## src/rtl/ram_arbiter_if.sv

```systemverilog
// ram_arbiter_if: req/ack access port that one master presents to the RAM arbiter
interface ram_arbiter_if #(
    parameter int ADDR_W = 32,
    parameter int DATA_W = 32
);
    logic              req, we, ack, err;
    logic [ADDR_W-1:0] addr;
    logic [DATA_W-1:0] wdata, rdata;
    modport master(output req, we, addr, wdata, input ack, err, rdata);
    modport slave(input req, we, addr, wdata, output ack, err, rdata);
endinterface

```

## src/rtl/ram_arbiter.sv

```systemverilog
// ram_arbiter: shares one single-port data RAM between the SCPU (m0) and the debug/loader port (m1)
module ram_arbiter #(
    parameter int ADDR_W = 32,
    parameter int DATA_W = 32,
    parameter int RAM_AW = 10,
    parameter bit RR     = 1'b1
) (
    input  logic              clk,
    input  logic              rst,
    ram_arbiter_if.slave      m0,
    ram_arbiter_if.slave      m1,
    output logic              ram_en,
    output logic              ram_we,
    output logic [RAM_AW-1:0] ram_addr,
    output logic [DATA_W-1:0] ram_wdata,
    input  logic [DATA_W-1:0] ram_rdata,
    output logic              busy
);
    typedef enum logic [1:0] {IDLE, ACCESS, RESP} state_t;
    state_t state, state_n;
    logic gnt, gnt_n, we_q, we_n, err_q, err_n, take, pick, good_rd, unused_addr;
    logic [1:0] ack_q, err_o;
    logic [RAM_AW-1:0] wa_q, wa_n;
    logic [DATA_W-1:0] wd_q, wd_n, rd0, rd1;
    // gnt doubles as last_grant: on contention the master not served last time wins
    assign pick = m1.req & (~m0.req | (RR & ~gnt));
    assign take = (state == IDLE) & (m0.req | m1.req);
    assign good_rd = (state == RESP) & ~we_q & ~err_q;
    assign unused_addr = ^{m0.addr[ADDR_W-1:RAM_AW+2], m1.addr[ADDR_W-1:RAM_AW+2]};
    always_comb begin
        gnt_n = take ? pick : gnt;
        we_n = take ? (pick ? m1.we : m0.we) : we_q;
        err_n = take ? |(pick ? m1.addr[1:0] : m0.addr[1:0]) : err_q;
        wa_n = take ? (pick ? m1.addr[RAM_AW+1:2] : m0.addr[RAM_AW+1:2]) : wa_q;
        wd_n = take ? (pick ? m1.wdata : m0.wdata) : wd_q;
        state_n = take ? (err_n ? RESP : ACCESS) : (state == ACCESS ? RESP : IDLE);
    end
    always_ff @(posedge clk) begin
        if (rst) begin
            state <= IDLE;
            gnt <= 1'b1;
            we_q <= 1'b0;
            err_q <= 1'b0;
            wa_q <= '0;
            wd_q <= '0;
            ram_en <= 1'b0;
            ram_we <= 1'b0;
            ack_q <= 2'b00;
            err_o <= 2'b00;
            busy <= 1'b0;
            rd0 <= '0;
            rd1 <= '0;
        end else begin
            state <= state_n;
            gnt <= gnt_n;
            we_q <= we_n;
            err_q <= err_n;
            wa_q <= wa_n;
            wd_q <= wd_n;
            ram_en <= state_n == ACCESS;
            ram_we <= (state_n == ACCESS) & we_n;
            ack_q <= (state_n == RESP) ? {gnt_n, ~gnt_n} : 2'b00;
            err_o <= ((state_n == RESP) & err_n) ? {gnt_n, ~gnt_n} : 2'b00;
            busy <= state_n != IDLE;
            if (good_rd & ~gnt) rd0 <= ram_rdata;
            if (good_rd & gnt) rd1 <= ram_rdata;
        end
    end
    // RAM data arrives in the RESP cycle, so it is passed through alongside ack and held afterwards
    assign m0.ack = ack_q[0];
    assign m1.ack = ack_q[1];
    assign m0.err = err_o[0];
    assign m1.err = err_o[1];
    assign m0.rdata = (good_rd & ~gnt) ? ram_rdata : rd0;
    assign m1.rdata = (good_rd & gnt) ? ram_rdata : rd1;
    assign ram_addr = wa_q;
    assign ram_wdata = wd_q;
endmodule

```

## src/flat_wrapper.sv

```systemverilog
// flat-port wrapper written by rule: the top's interface ports become plain ports
module ram_arbiter_flat 
#(
    parameter int ADDR_W = 32,
    parameter int DATA_W = 32,
    parameter int RAM_AW = 10,
    parameter bit RR     = 1'b1
)
  (clk, rst, ram_en, ram_we, ram_addr, ram_wdata, ram_rdata, busy, m0_req, m0_we, m0_addr, m0_wdata, m0_ack, m0_err, m0_rdata, m1_req, m1_we, m1_addr, m1_wdata, m1_ack, m1_err, m1_rdata);
  ram_arbiter_if #(.ADDR_W(ADDR_W), .DATA_W(DATA_W)) m0_i ();
  ram_arbiter_if #(.ADDR_W(ADDR_W), .DATA_W(DATA_W)) m1_i ();
  input  logic clk;
  input  logic rst;
  output logic ram_en;
  output logic ram_we;
  output logic [RAM_AW-1:0] ram_addr;
  output logic [DATA_W-1:0] ram_wdata;
  input  logic [DATA_W-1:0] ram_rdata;
  output logic busy;
  input wire logic [$bits(m0_i.req)-1:0] m0_req;
  input wire logic [$bits(m0_i.we)-1:0] m0_we;
  input wire logic [$bits(m0_i.addr)-1:0] m0_addr;
  input wire logic [$bits(m0_i.wdata)-1:0] m0_wdata;
  output wire logic [$bits(m0_i.ack)-1:0] m0_ack;
  output wire logic [$bits(m0_i.err)-1:0] m0_err;
  output wire logic [$bits(m0_i.rdata)-1:0] m0_rdata;
  input wire logic [$bits(m1_i.req)-1:0] m1_req;
  input wire logic [$bits(m1_i.we)-1:0] m1_we;
  input wire logic [$bits(m1_i.addr)-1:0] m1_addr;
  input wire logic [$bits(m1_i.wdata)-1:0] m1_wdata;
  output wire logic [$bits(m1_i.ack)-1:0] m1_ack;
  output wire logic [$bits(m1_i.err)-1:0] m1_err;
  output wire logic [$bits(m1_i.rdata)-1:0] m1_rdata;
  assign m0_i.req = m0_req;
  assign m0_i.we = m0_we;
  assign m0_i.addr = m0_addr;
  assign m0_i.wdata = m0_wdata;
  assign m0_ack = m0_i.ack;
  assign m0_err = m0_i.err;
  assign m0_rdata = m0_i.rdata;
  assign m1_i.req = m1_req;
  assign m1_i.we = m1_we;
  assign m1_i.addr = m1_addr;
  assign m1_i.wdata = m1_wdata;
  assign m1_ack = m1_i.ack;
  assign m1_err = m1_i.err;
  assign m1_rdata = m1_i.rdata;
  ram_arbiter #(.ADDR_W(ADDR_W), .DATA_W(DATA_W), .RAM_AW(RAM_AW), .RR(RR)) u_core (.clk(clk), .rst(rst), .m0(m0_i), .m1(m1_i), .ram_en(ram_en), .ram_we(ram_we), .ram_addr(ram_addr), .ram_wdata(ram_wdata), .ram_rdata(ram_rdata), .busy(busy));
endmodule
```

## config.mk

```make
export PLATFORM = sky130hd
export DESIGN_NAME = ram_arbiter_flat
export DESIGN_NICKNAME = d
export VERILOG_FILES = /design/src/rtl/ram_arbiter_if.sv /design/src/rtl/ram_arbiter.sv /design/src/flat_wrapper.sv
export SDC_FILE = /design/constraint.sdc
export NUM_CORES = 1
export LEC_CHECK = 0
export ABC_AREA = 1
export CAP_MARGIN = 20
export CORE_ASPECT_RATIO = 1.25
export CORE_MARGIN = 2
export CORE_UTILIZATION = 41
export CTS_BUF_LIST = sky130_fd_sc_hd__clkbuf_8 sky130_fd_sc_hd__clkbuf_16
export CTS_CLUSTER_SIZE = 16
export DETAILED_ROUTE_END_ITERATION = 7
export GPL_TIMING_DRIVEN = 0
export PLACE_DENSITY_LB_ADDON = 0.2
export SYNTH_ARGS = -nofsm -noshare
export SYNTH_HDL_FRONTEND = slang
export SYNTH_SLANG_ARGS = --single-unit
```

## constraint.sdc

```tcl
create_clock -name clk -period 3.4 [get_ports clk]
set_input_delay 0.68 -clock clk [delete_from_list [all_inputs] [get_ports clk]]
set_output_delay 0.68 -clock clk [all_outputs]
set_load 0.005 [all_outputs]
```

# [Word-level counts from Yosys, hierarchy flattened]
# Index checks and enable logic that the tools add are counted.
[word_totals] reg_bits=118 latchBits=0 mem_bits_rw=0 mem_bits_ro=0 inputBits=166 output_inout_bits=113 wordCells=51 n_memories=0
[op_classes] n_addsub=0 multipliers=0 n_div=0 n_lt_le_gt_ge=0 eq_ne=4 shifts=0 muxes=12 n_bitwise=17 n_reduce_logical=5
[op_table] operator="2-to-1 mux 32 bit" count=3
[op_table] operator="2-to-1 mux 10 bit" count=1
[op_table] operator="AND 1 bit" count=8
[op_table] operator="2-to-1 mux 2 bit" count=4
[op_table] operator="inverter 1 bit" count=7
[op_table] operator="OR reduction 2 bit" count=3
[op_table] operator="== test 2 x 1 -> 1 bit (second input constant)" count=2
[op_table] operator="== test 2 bit (second input constant)" count=2
[op_table] operator="2-to-1 mux 1 bit" count=4
[op_table] operator="zero test 2 bit" count=1
[op_table] operator="bitwise OR 1 bit" count=2
[op_table] operator="nonzero test 2 bit" count=1

# [Depth between registers and ports, before layout]
# Gate-level depths: netlist (run 1).
[logic_depth] depth_word=12 mapped_depth=8 mapped_depth_nobuf=7

# [Worst setup path after synthesis (run 1)]
# OpenSTA, ideal clock, no wires.
[synth_timing] path_kind="register -> output" start="register u_core.err_q" end="output port m0_rdata[10]" arrival_time_ns=1.029 required_ns=2.720 path_slack_ns=1.691 stages_incl_launch_ff=6 n_path_buf=1 path_cell_list="dfxtp_1 -> nor2_1 -> nand3_2 -> buf_2 -> o21ai_1 -> inv_1"
[synth_between] elab_chain_len=4
[synth_lines] item="start: declaration" line_no="ram_arbiter.sv:21" source="logic gnt, gnt_n, we_q, we_n, err_q, err_n, take, pick, good_rd, unused_addr;"
[synth_lines] item="start signal: assignment" line_no="ram_arbiter.sv:57" source="err_q <= err_n;"
[synth_lines] item="inverter 1 bit" line_no="ram_arbiter.sv:28" source="assign good_rd = (state == RESP) & ~we_q & ~err_q;"
[synth_lines] item="AND 1 bit" line_no="ram_arbiter.sv:28"
[synth_lines] item="AND 1 bit" line_no="ram_arbiter.sv:74" source="assign m0.rdata = (good_rd & ~gnt) ? ram_rdata : rd0;"
[synth_lines] item="2-to-1 mux 32 bit" line_no="ram_arbiter.sv:74"
[synth_lines] item="end: declaration" line_no="flat_wrapper.sv:26" source="output wire logic [$bits(m0_i.rdata)-1:0] m0_rdata;"
# Every way passes these cells.

# [Worst setup path in the final report (run 1)]
[layout_timing] start="register u_core.state[1]" end="output port m1_rdata[28]"
[layout_between] elab_chain_len=5
[layout_lines] item="start: declaration" line_no="ram_arbiter.sv:20" source="state_t state, state_n;"
[layout_lines] item="start signal: assignment" line_no="ram_arbiter.sv:54" source="state <= state_n;"
[layout_lines] item="== test 2 bit" line_no="ram_arbiter.sv:28"
[layout_lines] item="AND 1 bit (2 in a row)" line_no="ram_arbiter.sv:28"
[layout_lines] item="AND 1 bit" line_no="ram_arbiter.sv:75" source="assign m1.rdata = (good_rd & gnt) ? ram_rdata : rd1;"
[layout_lines] item="2-to-1 mux 32 bit" line_no="ram_arbiter.sv:75"
[layout_lines] item="end: declaration" line_no="flat_wrapper.sv:33" source="output wire logic [$bits(m1_i.rdata)-1:0] m1_rdata;"
# Every way passes these cells.

==> flow_metrics.env, run 1 <==
export IMPL_dpl_cell_count=1096
export IMPL_initial_core_util_pct=42.0
export IMPL_cts_buffers=17
export IMPL_intPower_mw=3.33
export IMPL_pre_cts_ws_ps=874
export IMPL_avgSynthCellArea_um2=6.99
export IMPL_synth_enable_flop_cells=0
export IMPL_final_core_util_pct=69.2
export IMPL_ir_worst_vdd_mv=0.302
export IMPL_skew_ps=7.65
export IMPL_via_per_inst=4.55
export IMPL_synth_common_cells="nand2_1, inv_1, dfxtp_1"
export IMPL_fin_cells=1127
export IMPL_first_global_vias=4935
export IMPL_drv_slew=0
export IMPL_rsz0062_at_grt="no"
export IMPL_async_flop_share_pct=0
export IMPL_clockBufferDepth=2
export IMPL_worstPathRequired_ps=2720
export IMPL_p_leak_nw=3.97
export IMPL_finalPower_mw=4.54
export IMPL_syn_nets=864
export IMPL_p_per_area_nw_per_um2=565
export IMPL_ant_nets=0
export IMPL_status="finished clean"
export IMPL_place_hpwl_um=10800
export IMPL_ys_seq_elements=118
export IMPL_ys_flop_type="dfxtp_1"
export IMPL_antenna_cells=0
export IMPL_hold_buffers=0
export IMPL_yosys_area_top_type="dfxtp_1"
export IMPL_tightest_slew_ps=518
export IMPL_vias=5129
export IMPL_grt_first_pass_wirelength_um=23400
export IMPL_dieHeight_um=126
export IMPL_coreArea_um2=11600
export IMPL_ys_seq_area_share_pct=48.4
export IMPL_cp_start_kind="flip-flop"
export IMPL_clk_latency_ps=410
export IMPL_grt_max_degree=17
export IMPL_grt_antenna_before_repair=0
export IMPL_grt_usage_pct=23.3
export IMPL_portBuffers=237
export IMPL_setup_violations_final=0
export IMPL_place_gp_congestion=0.791
export IMPL_dieArea_um2=12800
export IMPL_first_iter_violations=193
export IMPL_critical_path_class="reg2out"
export IMPL_fin_crit_sh_pct=85.0
export IMPL_finalWorstSetupSlack_ps=510
export IMPL_fin_nets=1120
export IMPL_p_comb_share_pct=25.7
export IMPL_slew_headroom_pct=65.4
export IMPL_drt_first_pass_iters=4
export IMPL_post_cts_buffers=0
export IMPL_synth_most_common_cell="nand2_1"
export IMPL_fillCellCount=988
export IMPL_cts_resized=0
export IMPL_yosys_area_top_type_share_pct=48.4
export IMPL_drc=0
export IMPL_cts_sinks=118
export IMPL_yosysWarningCount=0
export IMPL_hold_class="reg2reg"
export IMPL_core_rowCount=44
export IMPL_holdWs_ps=516
export IMPL_final_hold_violation_count=0
export IMPL_p_seq_share_pct=35.4
export IMPL_top_level_ports=279
export IMPL_finalWirelength_um=14500
export IMPL_layout_min_cycle_time_ps=2890
export IMPL_cts_root_buffer="clkbuf_16"
export IMPL_yosysUniqueCellTypes=18
export IMPL_drv_cap=0
export IMPL_synthTopCellsByArea="dfxtp_1, nand2_1, inv_1, o21ai_1, nor2_1"
export IMPL_postPlaceCellArea_um2=7450
export IMPL_path_clk_slew_ps=60
export IMPL_p_sw_mw=1.21
export IMPL_syn_area_um2=4880
export IMPL_wl_per_cell_um=12.9
export IMPL_fmax_mhz=346
export IMPL_synth_cells=698
export IMPL_endpoint_kind="primary output"
export IMPL_htree_levels=4
export IMPL_grt_overflow_total=0
export IMPL_cts_tree="yes"
export IMPL_design_area_um2=8040
export IMPL_syn_to_final_growth_pct=64.8
export IMPL_cp_max_fo=10
export IMPL_tns_ps=0
export IMPL_drive_gt1_share_pct=7.66
export IMPL_fp_dieW_um=102
export IMPL_crit_arrival_ps=2210
export IMPL_clockPowerShare_pct=38.9
export IMPL_swShare_pct=26.7
kinds of logic after synthesis:
kind of cell | synth area share (%)
buffers and inverters | 14.7
AOI/OAI and AO/OA | 16.8
and+or+nand+nor | 20.1
DFF | 48.4
flip-flops by register name, indices dropped and copies added, names as in the netlist:
register	flops
u_core.ram_en	1
u_core.state	2
u_core.rd1	32
u_core.rd0	32
u_core.err_q	1
u_core.gnt	1
u_core.ram_we	1
u_core.ram_wdata	32
u_core.ram_addr	10
u_core.ack_q	2
u_core.err_o	2
u_core.busy	1
u_core.we_q	1
worst max-delay path: stages, from the launching register on:
cell,delay (ps)
dfxtp_1,350
inv_2,60
nor2_2,130
nand3_2,220
buf_2,280
nand2_1,90
o21ai_1,90
inv_1,90
clkdlybuf4s50_1,500
placed cells by master, fill, tap and decap left out, types with 2 or more instances in the layout:
master           Yosys  final
nand3_2              3      3
dfxtp_1            118    118
bufinv_16            0      3
o21ai_0             43     43
inv_1              135    136
buf_2               32     32
clkinvlp_4           0      4
clkdlybuf4s50_1      0    237
a31oi_1             42     42
inv_2                3      3
clkbuf_16            0     17
nand2_1            162    162
a21oi_1              2      2
nor2_2               2      2
o21ai_1             66     66
nor2_1              75     75
clkbuf_1             8      8
nand2_2              2      2
clkinv_2             0      4
nand3_1              2      2
power groups by stage:
stage	Sequential, mW	Clock (mW)	Combinational, mW
after floorplan	1.63	0	0.478
after global placement	1.63	0	1.16
after detailed placement	1.63	0	1.17
after CTS	1.61	1.78	1.18
after global routing	1.62	1.85	1.30
final	1.61	1.77	1.17
worst paths after layout:
path / startpoint / endpoint / slack [ps] / cells past startpoint
setup / recovery: u_core.state[1] / m1_rdata[28] / 510 / 8
hold reg to reg: u_core.err_q / u_core.err_q / 520 / 2
setup reg to reg: u_core.state[1] / u_core.rd1[11] / 1960 / 6
hold / removal: u_core.err_q / u_core.err_q / 520 / 2
layer usage:
layer	share of wire, %	GRT usage (%)	wire [um]	vias to the layer above
met4	2.2	8.19	313	0
li1	-	-	-	2661
met3	9.0	8.88	1300	26
met5	0	0	0	-
met2	50	40.4	7230	190
met1	39	25.7	5660	2252
final cells by class:
cell class | instances | area [um^2] | share of cell area [%]
well taps | 161 | 201 | 2.51
inverters | 138 | 518 | 6.44
flip-flops and latches | 118 | 2360 | 29.4
repair buffers | 237 | 2370 | 29.5
multi-input cells | 401 | 1800 | 22.4
clock buffers | 17 | 425 | 5.29
clock inverters | 14 | 161 | 2.01
plain buffers | 41 | 201 | 2.51
(Power assumes the default switching activity.)
==> run 2: changes to the inputs <==
SETUP_SLACK_MARGIN = 0.4   (was default)
==> results of run 2 <==
Same layout as run 1 (identical final DEF). Status: finished clean.
